--- src/rtl/cdc_arb_pkg.sv ---
`default_nettype none
// ============================================================================
// Module      : cdc_arb_pkg
// Description : Shared types and helpers for the CDC bus arbiter.
//               - arb_state_e : transfer sequencer states, 2-bit encoding
//               - cnt_width() : phase-counter width from the hold/gap lengths
// Revision    : 1.0 - initial release
// ============================================================================
package cdc_arb_pkg;

    typedef enum logic [1:0] {
        IDLE   = 2'd0,
        SETUP  = 2'd1,
        ASSERT = 2'd2,
        GAP    = 2'd3
    } arb_state_e;

    // The counter counts down from N-1 to 0, so it must hold
    // max(hold, gap)-1. One extra bit keeps N=1 from producing a zero width.
    function automatic int cnt_width(input int hold, input int gap);
        int m;
        m = (hold > gap) ? hold : gap;
        return $clog2(m) + 1;
    endfunction

endpackage : cdc_arb_pkg
`default_nettype wire

--- src/rtl/cdc_bus_arbiter_rr_arbiter.sv ---
`default_nettype none
// ============================================================================
// Module      : rr_arbiter
// Description : Combinational round-robin pick. Scans the request vector
//               starting at ptr and wrapping, and returns the first requester.
// Ports       : req     in  NUM_REQ  request levels
//               ptr     in  IDX_W    highest-priority index this round
//               win     out NUM_REQ  one-hot winner (zero if none)
//               win_idx out IDX_W    binary winner index (zero if none)
//               any     out 1        at least one request present
// Revision    : 1.0 - initial release
// ============================================================================
module rr_arbiter #(
    parameter int NUM_REQ = 4,
    parameter int IDX_W   = 2
) (
    input  logic [NUM_REQ-1:0] req,
    input  logic [IDX_W-1:0]   ptr,
    output logic [NUM_REQ-1:0] win,
    output logic [IDX_W-1:0]   win_idx,
    output logic               any
);

    logic [IDX_W-1:0] w_j;

    always_comb begin
        win     = '0;
        win_idx = '0;
        any     = 1'b0;
        w_j     = '0;
        for (int i = 0; i < NUM_REQ; i++) begin
            w_j = IDX_W'((int'(ptr) + i) % NUM_REQ);
            if (!any && req[w_j]) begin
                any      = 1'b1;
                win[w_j] = 1'b1;
                win_idx  = w_j;
            end
        end
    end

endmodule : rr_arbiter
`default_nettype wire

--- src/rtl/cdc_bus_arbiter.sv ---
`default_nettype none
// ============================================================================
// Module      : cdc_bus_arbiter
// Description : Source-domain controller sharing one level-enable bus
//               synchroniser channel among NUM_REQ requesters. Round-robin
//               grant, word latched onto unsync_bus, then bus_enable is
//               sequenced SETUP (low) / ASSERT (high) / GAP (low) so the
//               destination sees one rising edge per word with stable data.
// Build macro : CDC_ARB_ACK_EN - adds dst_ack and a 4-phase handshake; the
//               hold/gap timers then become minimums.
// Ports       : clk        in   1                  source clock
//               reset      in   1                  synchronous, active high
//               req        in   NUM_REQ            request levels
//               req_data   in   NUM_REQ*BUS_WIDTH  word i at [i*BUS_WIDTH +: BUS_WIDTH]
//               dst_ack    in   1                  (CDC_ARB_ACK_EN) echoed enable
//               grant      out  NUM_REQ            one-hot 1-cycle capture pulse
//               busy       out  1                  state != IDLE
//               unsync_bus out  BUS_WIDTH          held word to the synchroniser
//               bus_enable out  1                  registered level enable
// Revision    : 1.0 - initial release
// ============================================================================
module cdc_bus_arbiter
    import cdc_arb_pkg::*;
#(
    parameter int NUM_REQ     = 4,
    parameter int BUS_WIDTH   = 8,
    parameter int HOLD_CYCLES = 4,
    parameter int GAP_CYCLES  = 4,
    parameter int SYNC_STAGES = 2
) (
    input  logic                           clk,
    input  logic                           reset,
    input  logic [NUM_REQ-1:0]             req,
    input  logic [NUM_REQ*BUS_WIDTH-1:0]   req_data,
`ifdef CDC_ARB_ACK_EN
    input  logic                           dst_ack,
`endif
    output logic [NUM_REQ-1:0]             grant,
    output logic                           busy,
    output logic [BUS_WIDTH-1:0]           unsync_bus,
    output logic                           bus_enable
);

    localparam int c_IDX_W = (NUM_REQ > 1) ? $clog2(NUM_REQ) : 1;
    localparam int c_CNT_W = cnt_width(HOLD_CYCLES, GAP_CYCLES);

    localparam logic [c_CNT_W-1:0] c_HOLD_LOAD = c_CNT_W'(HOLD_CYCLES - 1);
    localparam logic [c_CNT_W-1:0] c_GAP_LOAD  = c_CNT_W'(GAP_CYCLES - 1);
    localparam logic [c_IDX_W-1:0] c_LAST_IDX  = c_IDX_W'(NUM_REQ - 1);

    // Illegal parameter sets stop elaboration instead of building broken logic.
    if (NUM_REQ < 2 || BUS_WIDTH < 1 || HOLD_CYCLES < 1 || GAP_CYCLES < 1 || SYNC_STAGES < 1) begin : g_param_check
        $error("cdc_bus_arbiter: illegal parameter value");
    end

    arb_state_e             r_state;
    arb_state_e             w_state_nxt;
    logic [c_CNT_W-1:0]     r_cnt;
    logic [c_CNT_W-1:0]     w_cnt_nxt;
    logic [c_IDX_W-1:0]     r_ptr;
    logic [NUM_REQ-1:0]     r_grant;
    logic [BUS_WIDTH-1:0]   r_bus;
    logic                   r_bus_enable;

    logic [NUM_REQ-1:0]     w_win;
    logic [c_IDX_W-1:0]     w_win_idx;
    logic                   w_any;
    logic                   w_ack_hi;   // ASSERT may end
    logic                   w_ack_lo;   // GAP may end

    rr_arbiter #(
        .NUM_REQ (NUM_REQ),
        .IDX_W   (c_IDX_W)
    ) u_rr_arbiter (
        .req     (req),
        .ptr     (r_ptr),
        .win     (w_win),
        .win_idx (w_win_idx),
        .any     (w_any)
    );

`ifdef CDC_ARB_ACK_EN
    logic [SYNC_STAGES-1:0] r_ack_sync;

    always_ff @(posedge clk) begin
        if (reset) begin
            r_ack_sync <= '0;
        end else begin
            r_ack_sync[0] <= dst_ack;
            for (int i = 1; i < SYNC_STAGES; i++) begin
                r_ack_sync[i] <= r_ack_sync[i-1];
            end
        end
    end

    assign w_ack_hi = r_ack_sync[SYNC_STAGES-1];
    assign w_ack_lo = ~r_ack_sync[SYNC_STAGES-1];
`else
    assign w_ack_hi = 1'b1;
    assign w_ack_lo = 1'b1;
`endif

    // Next-state and phase counter. The counter saturates at zero so that
    // in the handshake build a phase simply waits for the ack condition.
    always_comb begin
        w_state_nxt = r_state;
        w_cnt_nxt   = r_cnt;
        case (r_state)
            IDLE: begin
                if (w_any) begin
                    w_state_nxt = SETUP;
                end
            end
            SETUP: begin
                w_state_nxt = ASSERT;
                w_cnt_nxt   = c_HOLD_LOAD;
            end
            ASSERT: begin
                if (r_cnt != '0) begin
                    w_cnt_nxt = r_cnt - 1'b1;
                end else if (w_ack_hi) begin
                    w_state_nxt = GAP;
                    w_cnt_nxt   = c_GAP_LOAD;
                end
            end
            GAP: begin
                if (r_cnt != '0) begin
                    w_cnt_nxt = r_cnt - 1'b1;
                end else if (w_ack_lo) begin
                    w_state_nxt = IDLE;
                end
            end
            default: begin
                w_state_nxt = IDLE;
            end
        endcase
    end

    always_ff @(posedge clk) begin
        if (reset) begin
            r_state      <= IDLE;
            r_cnt        <= '0;
            r_ptr        <= '0;
            r_grant      <= '0;
            r_bus        <= '0;
            r_bus_enable <= 1'b0;
        end else begin
            r_state      <= w_state_nxt;
            r_cnt        <= w_cnt_nxt;
            // Registering the decoded next state keeps bus_enable glitch-free
            // toward the other domain.
            r_bus_enable <= (w_state_nxt == ASSERT);
            r_grant      <= '0;
            if (r_state == IDLE && w_any) begin
                r_grant <= w_win;
                r_bus   <= req_data[w_win_idx*BUS_WIDTH +: BUS_WIDTH];
                r_ptr   <= (w_win_idx == c_LAST_IDX) ? '0 : w_win_idx + 1'b1;
            end
        end
    end

    assign grant      = r_grant;
    assign busy       = (r_state != IDLE);
    assign unsync_bus = r_bus;
    assign bus_enable = r_bus_enable;

endmodule : cdc_bus_arbiter
`default_nettype wire

--- config.mk ---
export PLATFORM = sky130hd
export DESIGN_NAME = cdc_bus_arbiter
export DESIGN_NICKNAME = d
export VERILOG_FILES = /design/src/rtl/cdc_arb_pkg.sv /design/src/rtl/cdc_bus_arbiter_rr_arbiter.sv /design/src/rtl/cdc_bus_arbiter.sv
export SDC_FILE = /design/constraint.sdc
export NUM_CORES = 1
export LEC_CHECK = 0
export BUFFER_PORTS_ARGS = -buffer_cell sky130_fd_sc_hd__buf_2
export CAP_MARGIN = 30
export CORE_MARGIN = 4
export CORE_UTILIZATION = 50
export CTS_CLUSTER_SIZE = 25
export DETAILED_ROUTE_END_ITERATION = 16
export PLACE_DENSITY = 0.76
export SYNTH_ARGS = -nofsm -noshare
export SYNTH_HDL_FRONTEND = slang
export SYNTH_SLANG_ARGS = --single-unit
export TNS_END_PERCENT = 5
--- constraint.sdc ---
create_clock -name clk -period 3.5 [get_ports clk]
set_clock_uncertainty 0.15 [all_clocks]
set_input_delay 0.175 -clock clk [delete_from_list [all_inputs] [get_ports clk]]
set_output_delay 0.175 -clock clk [all_outputs]
set_load 0.005 [all_outputs]
==> flow_metrics.tcl <==
set metrics [dict create \
    tritoncts "built" \
    cts.clk_slew.worst_paths_ns 0.12 \
    period_needed_ns 3.001 \
    swShare 0.4481 \
    layout_commonest_cell "buf_2" \
    ys_ff_latch 20 \
    fp.dieW_um 67.40 \
    synth-async-reset-ratio 0 \
    p_seq_frac 0.257 \
    dieArea_um2 4543 \
    worst_pin_slew_ns 0.6711 \
    crit_required_ns 3.56 \
    cts_made_buffers 3 \
    pre_cts_ws_ns 0.5194 \
    antenna_cells 0 \
    ys.flop_type "dfxtp_1" \
    wl_per_cell_um 13.25 \
    cts_root_buffer "clkbuf_4" \
    n_fill_cell 339 \
    htreeDepth 1 \
    peakVddDrop_v 0.0002920 \
    clockBufferDepth 2 \
    status "complete, no violations" \
    core_um2 3363 \
    crit_path_end_kind "flop" \
    synth_edf_count 0 \
    timing.fmax_ghz 0.3332 \
    place_congestion 0.8232 \
    period_share 0.8574 \
    grt_remaining_overflow 0 \
    syn_to_final_growth_pct 16.88 \
    drt-total-wl_um 4159 \
    ios 52 \
    yosysTopAreaCellShare 0.2270 \
    antenna_found_initial 0 \
    port_buffers 51 \
    synth_cells 221 \
    power_frac_comb 0.639 \
    critPathMaxFanout 10 \
    synth_seq_area_share 0.2270 \
    hpwl_um 3112 \
    cts.sinks 20 \
    drt-initial-drc-count 70 \
    p_per_area_nw_per_um2 647.7 \
    dr.pass1.iters 4 \
    start_util 0.5246 \
    grt_use_total 0.1873 \
    postCtsHoldBufs 1 \
    post_cts_buffers 0 \
    ant_nets 0 \
    max_slew_margin 0.5488 \
    remaining_drc_errors 0 \
    yosys.area.top_type "dfxtp_1" \
    yosys_warnings 0 \
    crit_path_start_kind "flop" \
    final_cell_mix "buf_2, a21oi_1, dfxtp_1" \
    grt_pass1_vias 1549 \
    setup_viol 0 \
    via_per_inst 5.443 \
    leakagePower_nw 0.9058 \
    switchingPower_w 0.0005985 \
    synth_area_um2 1764 \
    crit_type "flop to flop" \
    grt_pass1_wl_um 6630 \
    rows 21 \
    rsz0062_at_grt "no" \
    vias 1709 \
    drv_cap 0 \
    drive_gt1_frac 0.2649 \
    p_int_w 0.0007370 \
    final_hold_viol_count 0 \
    tns_ns 0 \
    post_cts_resized 0 \
    clockPowerShare 0.104 \
    finalNetCount 319 \
    insertion_delay_ns 0.31 \
    min_path_type "primary input to flop" \
    syn_avg_cell_area_um2 7.983 \
    netlist_top_cells_area "dfxtp_1, ha_1, o211ai_1" \
    dieHeight_um 67.40 \
    slew_viol_final 0 \
    critPathArrivalTime_ns 3.06 \
    yosysUniqueCellTypes 46 \
    syn-num-nets 271 \
    setup_slack_ns 0.4989 \
    grt_max_degree 31 \
]
-- metrics by stage --
stage / hold slack, ns / cells / power (W) / utilization / area, µm²
2_1_floorplan: 0.2372 / 221 / 0.001052 / - / 1764
3_3_place_gp: 0.3039 / 309 / 0.001184 / 0.5993 / 2016
3_5_place_dp: 0.3111 / 309 / 0.001198 / 0.5993 / 2016
4_1_cts: 0.0005315 / 314 / 0.001346 / 0.6131 / 2062
5_1_grt: 0.01709 / 314 / 0.001456 / 0.6131 / 2062
6_report: 0.005067 / 314 / 0.001336 / 0.6131 / 2062
-- layer usage --
metal | global-route usage | wire, µm
met5 | 0 | 0
met4 | 0.02532 | 14
met3 | 0.04326 | 316
met2 | 0.3521 | 1914
met1 | 0.2191 | 1913
-- worst max-delay path, stage by stage, from the launching register on --
cell and delay (ns):
dfxtp_1 0.53, inv_1 0.14, ha_1 0.48, mux4_2 0.63, nand2b_4 0.23, a21oi_4 0.16
a21o_4 0.21, inv_2 0.05, a221o_1 0.34
-- path summary, 6_finish.rpt --
| kind | slack (ns) | startpoint | to | cells after the start |
|---|---|---|---|---|
| worst max-delay path | 0.50 | r_ptr[1]$_SDFFE_PP0P_ | r_ptr[1]$_SDFFE_PP0P_ | 8 |
| worst max register to register | 0.50 | r_ptr[1]$_SDFFE_PP0P_ | r_ptr[1]$_SDFFE_PP0P_ | 8 |
| worst min-delay path | 0.005 | req_data[6] | unsync_bus[6]$_SDFFE_PP0P_ | 3 |
| worst min register to register | 0.33 | r_cnt[0]$_SDFFE_PP0P_ | r_cnt[0]$_SDFFE_PP0P_ | 2 |
-- power groups by stage --
stage                     sequential (W)  combinational [W]  clock, W
after detailed placement        0.000349           0.000849         0
final                           0.000344           0.000853  0.000139
after floorplan                 0.000356           0.000696         0
after CTS                       0.000344           0.000857  0.000145
after global routing            0.000351           0.000951  0.000154
after global placement          0.000346           0.000838         0
-- cell type report --
class                   count  area, µm²  area share
well taps                  46      57.56     0.02791
clock buffers               4      36.28     0.01760
multi-input cells         170       1209      0.5862
flip-flops and latches     20      400.4      0.1942
inverters                  19      71.32     0.03459
repair buffers             55      287.8      0.1396
-- synthesized netlist by cell type (all sizes together) (8+ instances only) --
cell type and instances:
nand4 8, inv 19, nor2 19, dfxtp 20, nand3 11, and2 9
o21ai 11, o211ai 16, a21oi 23, nand2 11, mux2i 12, ha 12
buf 9
-- state kept, by name (all words and copies together) (netlist names) --
register and cells:
r_cnt 3, unsync_bus 8, r_ptr 2, grant 4, r_state 2, bus_enable 1
-- logic make-up (layout without fill, tap and decap cells) --
group | count (synthesis) | count (layout) | share of synthesized area
compound gates | 66 | 66 | 0.2539
fa+ha+maj | 12 | 12 | 0.08510
buf+inv | 31 | 78 | 0.08794
flops | 20 | 20 | 0.2269
mux | 17 | 17 | 0.1149
simple gates | 75 | 75 | 0.2312
(Power assumes the default switching activity.)
